`src/rtl/tour_pkg.sv`:
```
// Shared state encodings, error codes and Knight command constants for tour_cmd_player.
// Bench tasks also use these constants to build scripts.
package tour_pkg;

    localparam logic [2:0] IDLE      = 3'd0;
    localparam logic [2:0] ISSUE     = 3'd1;
    localparam logic [2:0] SEND      = 3'd2;
    localparam logic [2:0] WAIT_SNT  = 3'd3;
    localparam logic [2:0] WAIT_RESP = 3'd4;
    localparam logic [2:0] NEXT      = 3'd5;

    localparam logic [1:0] ERR_NONE    = 2'd0;
    localparam logic [1:0] ERR_NAK     = 2'd1;
    localparam logic [1:0] ERR_TIMEOUT = 2'd2;

    localparam logic [15:0] CAL_GYRO = 16'h2000;
    localparam logic [3:0]  MOVE_OP  = 4'h4;
    localparam logic [7:0]  NORTH    = 8'h00;
    localparam logic [7:0]  WEST     = 8'h3F;
    localparam logic [7:0]  SOUTH    = 8'h7F;
    localparam logic [7:0]  EAST     = 8'hBF;

    function automatic logic [15:0] move_cmd(input logic [7:0] heading, input logic [3:0] squares);
        return {MOVE_OP, heading, squares};
    endfunction

endpackage

```
`src/rtl/tour_cmd_player_if.sv`:
```
// Command/response link between the player (master) and RemoteComm (slave).
// cmd/snd_cmd flow out; cmd_snt, resp_rdy and resp flow back.
interface tour_cmd_player_if;
    logic [15:0] cmd;
    logic        snd_cmd;
    logic        cmd_snt;
    logic        resp_rdy;
    logic [7:0]  resp;

    modport master (output cmd, snd_cmd, input cmd_snt, resp_rdy, resp);
    modport slave  (input cmd, snd_cmd, output cmd_snt, resp_rdy, resp);
endinterface

```
`src/rtl/tour_script_ram.sv`:
```
// DEPTH x 16 script store: one write port, one registered read port (read data held when rd_en low).
// Contents survive reset; only the read register is cleared.
module tour_script_ram #(
    parameter int DEPTH = 32,
    localparam int AW = $clog2(DEPTH)
) (
    input  logic          clk,
    input  logic          rst_n,
    input  logic          wr_en,
    input  logic [AW-1:0] wr_addr,
    input  logic [15:0]   wr_data,
    input  logic          rd_en,
    input  logic [AW-1:0] rd_addr,
    output logic [15:0]   rd_data
);

    logic [15:0] mem [DEPTH];

    always_ff @(posedge clk) begin
        if (wr_en)
            mem[wr_addr] <= wr_data;
    end

    always_ff @(posedge clk) begin
        if (!rst_n)
            rd_data <= '0;
        else if (rd_en)
            rd_data <= mem[rd_addr];
    end

endmodule

```
`src/rtl/tour_cmd_player.sv`:
```
// Plays a script of Knight commands into RemoteComm: snd_cmd 2 clk after start, 3 clk after each ack;
// waits on cmd_snt then resp. TOUR_RETRY_EN re-issues an entry once after a response timeout.
module tour_cmd_player
    import tour_pkg::*;
#(
    parameter int          DEPTH        = 32,
    parameter logic [23:0] RESP_TIMEOUT = 24'hFF_FFFF,
    parameter logic [7:0]  ACK_BYTE     = 8'hA5,
    localparam int AW = $clog2(DEPTH)
) (
    input  logic                 clk,
    input  logic                 rst_n,
    input  logic                 wr_en,
    input  logic [AW-1:0]        wr_addr,
    input  logic [15:0]          wr_data,
    input  logic [AW:0]          num_cmds,
    input  logic                 start,
    tour_cmd_player_if.master    rc,
    output logic                 busy,
    output logic                 done,
    output logic                 err,
    output logic [1:0]           err_code,
    output logic [AW-1:0]        cmd_idx
);

    localparam logic [AW:0] DEPTH_W = (AW+1)'(DEPTH);

    logic [2:0]    state;
    logic [AW-1:0] last_idx;
    logic [23:0]   tcnt;
    logic [AW:0]   n_clamp;
    logic          timeout_hit;
`ifdef TOUR_RETRY_EN
    logic          retried;
`endif

    assign n_clamp     = (num_cmds > DEPTH_W) ? DEPTH_W : num_cmds;
    // tcnt holds clocks already spent in WAIT_RESP; this edge is the next one
    assign timeout_hit = ({1'b0, tcnt} + 25'd1) >= {1'b0, RESP_TIMEOUT};
    assign busy        = (state != IDLE);
    assign rc.snd_cmd  = (state == SEND);

    tour_script_ram #(.DEPTH(DEPTH)) u_ram (
        .clk     (clk),
        .rst_n   (rst_n),
        .wr_en   (wr_en && (state == IDLE)),
        .wr_addr (wr_addr),
        .wr_data (wr_data),
        .rd_en   (state == ISSUE),
        .rd_addr (cmd_idx),
        .rd_data (rc.cmd)
    );

    always_ff @(posedge clk) begin
        if (!rst_n) begin
            state    <= IDLE;
            done     <= 1'b0;
            err      <= 1'b0;
            err_code <= ERR_NONE;
            cmd_idx  <= '0;
            last_idx <= '0;
            tcnt     <= '0;
`ifdef TOUR_RETRY_EN
            retried  <= 1'b0;
`endif
        end else begin
            case (state)
                IDLE: begin
                    if (start) begin
                        err      <= 1'b0;
                        err_code <= ERR_NONE;
                        cmd_idx  <= '0;
`ifdef TOUR_RETRY_EN
                        retried  <= 1'b0;
`endif
                        if (n_clamp == '0) begin
                            done <= 1'b1;
                        end else begin
                            done     <= 1'b0;
                            last_idx <= AW'(n_clamp - 1'b1);
                            state    <= ISSUE;
                        end
                    end
                end
                ISSUE:    state <= SEND;
                SEND:     state <= WAIT_SNT;
                WAIT_SNT: begin
                    if (rc.cmd_snt) begin
                        tcnt  <= '0;
                        state <= WAIT_RESP;
                    end
                end
                WAIT_RESP: begin
                    if (rc.resp_rdy) begin
                        if (rc.resp == ACK_BYTE) begin
`ifdef TOUR_RETRY_EN
                            retried <= 1'b0;
`endif
                            state <= NEXT;
                        end else begin
                            err      <= 1'b1;
                            err_code <= ERR_NAK;
                            state    <= IDLE;
                        end
                    end else if (timeout_hit) begin
`ifdef TOUR_RETRY_EN
                        if (!retried) begin
                            retried <= 1'b1;
                            state   <= ISSUE;
                        end else begin
                            err      <= 1'b1;
                            err_code <= ERR_TIMEOUT;
                            state    <= IDLE;
                        end
`else
                        err      <= 1'b1;
                        err_code <= ERR_TIMEOUT;
                        state    <= IDLE;
`endif
                    end else if (tcnt != '1) begin
                        tcnt <= tcnt + 24'd1;
                    end
                end
                NEXT: begin
                    if (cmd_idx == last_idx) begin
                        done  <= 1'b1;
                        state <= IDLE;
                    end else begin
                        cmd_idx <= cmd_idx + 1'b1;
                        state   <= ISSUE;
                    end
                end
                default: state <= IDLE;
            endcase
        end
    end

endmodule

```
`src/flat_wrapper.sv`:
```
// flat-port wrapper written by rule: the top's interface ports become plain ports
module tour_cmd_player_flat import tour_pkg::*;
#(
    parameter int          DEPTH        = 32,
    parameter logic [23:0] RESP_TIMEOUT = 24'hFF_FFFF,
    parameter logic [7:0]  ACK_BYTE     = 8'hA5,
    localparam int AW = $clog2(DEPTH)
)
  (clk, rst_n, wr_en, wr_addr, wr_data, num_cmds, start, busy, done, err, err_code, cmd_idx, rc_cmd, rc_snd_cmd, rc_cmd_snt, rc_resp_rdy, rc_resp);
  tour_cmd_player_if rc_i ();
  input  logic clk;
  input  logic rst_n;
  input  logic wr_en;
  input  logic [AW-1:0] wr_addr;
  input  logic [15:0] wr_data;
  input  logic [AW:0] num_cmds;
  input  logic start;
  output logic busy;
  output logic done;
  output logic err;
  output logic [1:0] err_code;
  output logic [AW-1:0] cmd_idx;
  output wire logic [$bits(rc_i.cmd)-1:0] rc_cmd;
  output wire logic [$bits(rc_i.snd_cmd)-1:0] rc_snd_cmd;
  input wire logic [$bits(rc_i.cmd_snt)-1:0] rc_cmd_snt;
  input wire logic [$bits(rc_i.resp_rdy)-1:0] rc_resp_rdy;
  input wire logic [$bits(rc_i.resp)-1:0] rc_resp;
  assign rc_cmd = rc_i.cmd;
  assign rc_snd_cmd = rc_i.snd_cmd;
  assign rc_i.cmd_snt = rc_cmd_snt;
  assign rc_i.resp_rdy = rc_resp_rdy;
  assign rc_i.resp = rc_resp;
  tour_cmd_player #(.DEPTH(DEPTH), .RESP_TIMEOUT(RESP_TIMEOUT), .ACK_BYTE(ACK_BYTE)) u_core (.clk(clk), .rst_n(rst_n), .wr_en(wr_en), .wr_addr(wr_addr), .wr_data(wr_data), .num_cmds(num_cmds), .start(start), .rc(rc_i), .busy(busy), .done(done), .err(err), .err_code(err_code), .cmd_idx(cmd_idx));
endmodule
```
`config.mk`:
```
export PLATFORM = sky130hd
export DESIGN_NAME = tour_cmd_player_flat
export DESIGN_NICKNAME = d
export VERILOG_FILES = /design/src/rtl/tour_pkg.sv /design/src/rtl/tour_cmd_player_if.sv /design/src/rtl/tour_script_ram.sv /design/src/rtl/tour_cmd_player.sv /design/src/flat_wrapper.sv
export SDC_FILE = /design/constraint.sdc
export NUM_CORES = 1
export LEC_CHECK = 0
export ABC_AREA = 1
export CORE_ASPECT_RATIO = 0.9
export CORE_MARGIN = 4
export CORE_UTILIZATION = 35
export DETAILED_ROUTE_END_ITERATION = 16
export GPL_TIMING_DRIVEN = 0
export PLACE_DENSITY = 0.46
export SLEW_MARGIN = 25
export SYNTH_ARGS = -nofsm -noshare
export SYNTH_HDL_FRONTEND = slang
export SYNTH_SLANG_ARGS = --single-unit
```
`constraint.sdc`:
```
create_clock -name clk -period 3.4 [get_ports clk]
set_input_delay 0.34 -clock clk [delete_from_list [all_inputs] [get_ports clk]]
set_output_delay 0.34 -clock clk [all_outputs]
set_load 0.02 [all_outputs]
```
==> flow_summary.json <==
{
  "status": "completed",
  "grt_max_degree": 33,
  "layout_common_cells": "edfxtp_1 (512), nor2_1 (346), o21ai_0 (269)",
  "syn_nets": 2054,
  "routed_via_density": 5.53,
  "ant_nets": 0,
  "power_switching_w": 0.00523,
  "hpwl_microns": 55400,
  "crit_top_cell": "nand3_1",
  "hold_viol_final": 0,
  "final_nets": 2204,
  "cp-start-kind": "register",
  "track_usage": 0.226,
  "slowest_delay_ns": 0.51,
  "finalSetupViolations": 0,
  "grt_pass1_vias": 15800,
  "grt_pass1_wl_microns": 115000,
  "cts.sinks": 569,
  "layout_commonest_cell": "edfxtp_1",
  "drv_cap": 0,
  "cts_tree": "built",
  "place_congestion": 0.878,
  "dr.pass1.iters": 6,
  "seqPwrFrac": 0.448,
  "worstPathRequired_ns": 3.95,
  "crit_chain": "clkbuf_4 -> clkinv_2 -> buf_2 -> clkbuf_2 -> o21ai_0 -> o221ai_1 -> nand3_1 -> nand4_1 -> nand3_1 -> a21oi_1",
  "clk-insertion-delay-late_ns": 0.64,
  "power.density_nw_per_um2": 635,
  "synthCells": 2008,
  "synth-seq-cells": 569,
  "cts_root_buf": "clkbuf_16",
  "seq_area_frac_synth": 0.708,
  "crit_fanout": 10,
  "io-pin-count": 68,
  "leakage_nw": 9.02,
  "cp-end-kind": "register",
  "drive_gt1_frac": 0.0966,
  "die_area_sq_um": 70900,
  "finalPower_w": 0.0176,
  "skew_ns": 0.0199,
  "hold_path_class": "primary input to register",
  "antennaDiodeCount": 0,
  "port_buffers": 66,
  "worstMarginPinSlew_ns": 0.978,
  "ys_types": 37,
  "finalWirelength_microns": 81400,
  "core_area_sq_um": 65800,
  "cts_inserted_buffers": 61,
  "ir_drop_mv": 0.426,
  "htreeDepth": 2,
  "slew_viol_final": 0,
  "hold_ws_ns": 0.103,
  "filler_cell_count": 6200,
  "die_w_microns": 280,
  "drt_iter0_drc": 1978,
  "syn_to_final_growth_pct": 18.5,
  "rsz0062_at_grt": "false",
  "cts_buffer_depth": 3,
  "cts.clk_slew.worst_paths_ns": 0.06,
  "die_h_microns": 253,
  "vias": 17000,
  "grt-ovfl-total": 0,
  "crit_slowest_cell": "o221ai_1",
  "period_share": 0.987,
  "yosys_warnings": 0,
  "wl_per_cell_microns": 26.5,
  "fin_cells": 3069,
  "dp.cells": 2957,
  "max_freq_ghz": 0.298,
  "p_comb_frac": 0.176,
  "p_sw_frac": 0.298,
  "worstSetupPathType": "register to register",
  "synthesis.area_per_instance_sq_um": 11.6,
  "antenna_found_initial": 3,
  "cp_num_buf_inv": 4,
  "cpLargestDelayFamily": "buffers and inverters",
  "worst-endpoint-arrival_ns": 3.90,
  "p_clk_frac": 0.376,
  "period_minus_slack_ns": 3.36,
  "rows": 89,
  "netlist_area_sq_um": 23300,
  "relSlewSlack": 0.345,
  "drc": 0,
  "p_int_w": 0.0123,
  "start_util": 0.355
}
## Yosys cell counts, drive strengths merged
master	count	area, sq um
edfxtp	512	15400
nor2	388	1520
o21ai	270	1350
nand2	217	850
clkbuf	103	387
nand3	94	470
o22ai	77	482
inv	67	251
a21oi	60	308
dfxtp	57	1140
o221ai	53	464
nand4	40	250
buf	23	135
nor3	11	60.1
o211ai	11	82.6
ha	5	62.6
xor2	5	43.8
nor4	3	18.8
a211oi	2	15.0
a31oi	2	12.5
clkinv	2	7.51
or2	2	12.5
a221oi	1	8.76
nor3b	1	7.51
nor4b	1	8.76
or3	1	6.26
## area by class of cell
type | instances | area (sq um) | share of cell area
plain buffers | 125 | 534 | 0.0193
inverters | 69 | 264 | 0.00955
repair buffers | 88 | 1050 | 0.0380
well taps | 864 | 1080 | 0.0391
flip-flops and latches | 569 | 16500 | 0.597
clock inverters | 39 | 358 | 0.0129
multi-input cells | 1244 | 6270 | 0.227
clock buffers | 71 | 1590 | 0.0573
## through the flow
step | setup TNS (ns) | worst slack [ns] | area [sq um] | util
floorplan | 0 | 1.12 | 23300 | -
global placement | -172.08 | -0.512 | 25100 | 0.381
detailed placement | -5.22 | -0.414 | 25600 | 0.389
CTS | 0 | 0.000557 | 27600 | 0.419
global route | 0 | 0.0115 | 27700 | 0.420
finish | 0 | 0.0439 | 27700 | 0.420
## cells by family (layout without fill, tap and decap cells)
logic type | after synthesis | count (layout) | synth area share
buffers and inverters | 195 | 392 | 0.0335
XOR/XNOR | 5 | 5 | 0.00188
flip-flops | 569 | 569 | 0.708
AO/OA/AOI/OAI | 476 | 476 | 0.117
AND/OR/NAND/NOR | 758 | 758 | 0.137
adder cells (fa/ha/maj) | 5 | 5 | 0.00268
## registers in the layout, indices dropped and copies added, names as in the netlist
| signal | count |
|---|---|
| u_core.cmd_idx | 5 |
| u_core.done | 1 |
| u_core.err | 1 |
| u_core.err_code | 2 |
| u_core.last_idx | 5 |
| u_core.state | 3 |
| u_core.tcnt | 24 |
| u_core.u_ram.mem | 512 |
| u_core.u_ram.rd_data | 16 |
## timing repair
item,CTS,global route
setup endpoints to repair,16,37
pin swaps,1,3
resized for setup,6,16
hold endpoints to repair,4,0
hold buffers,1,0
setup buffers,0,2
## power by group through the flow
stage	clock network (W)	registers, W	logic [W]
global placement	0	0.00804	0.00294
floorplan	0	0.00805	0.00142
global route	0.00698	0.00789	0.00329
detailed placement	0	0.00802	0.00302
CTS	0.00670	0.00788	0.00303
finish	0.00660	0.00788	0.00309
## metal layers
metal / GRT usage / vias to the layer above / routed length [microns]
met5: 0 / - / 20
met4: 0.0724 / 2 / 2640
met3: 0.0470 / 118 / 6500
li1: - / 7631 / -
met1: 0.341 / 8507 / 37700
met2: 0.326 / 700 / 34500
## path summary, 6_finish.rpt
check,from,endpoint,slack (ns),depth (start not counted)
hold reg to reg,u_core.u_ram.rd_data[3],u_core.u_ram.rd_data[3],0.46,2
hold / removal,wr_data[12],u_core.u_ram.mem[1][12],0.10,1
setup / recovery,u_core.cmd_idx[0],u_core.u_ram.rd_data[1],0.04,10
setup reg to reg,u_core.cmd_idx[0],u_core.u_ram.rd_data[1],0.04,10
Note: power is estimated with default switching activity, not from simulation.
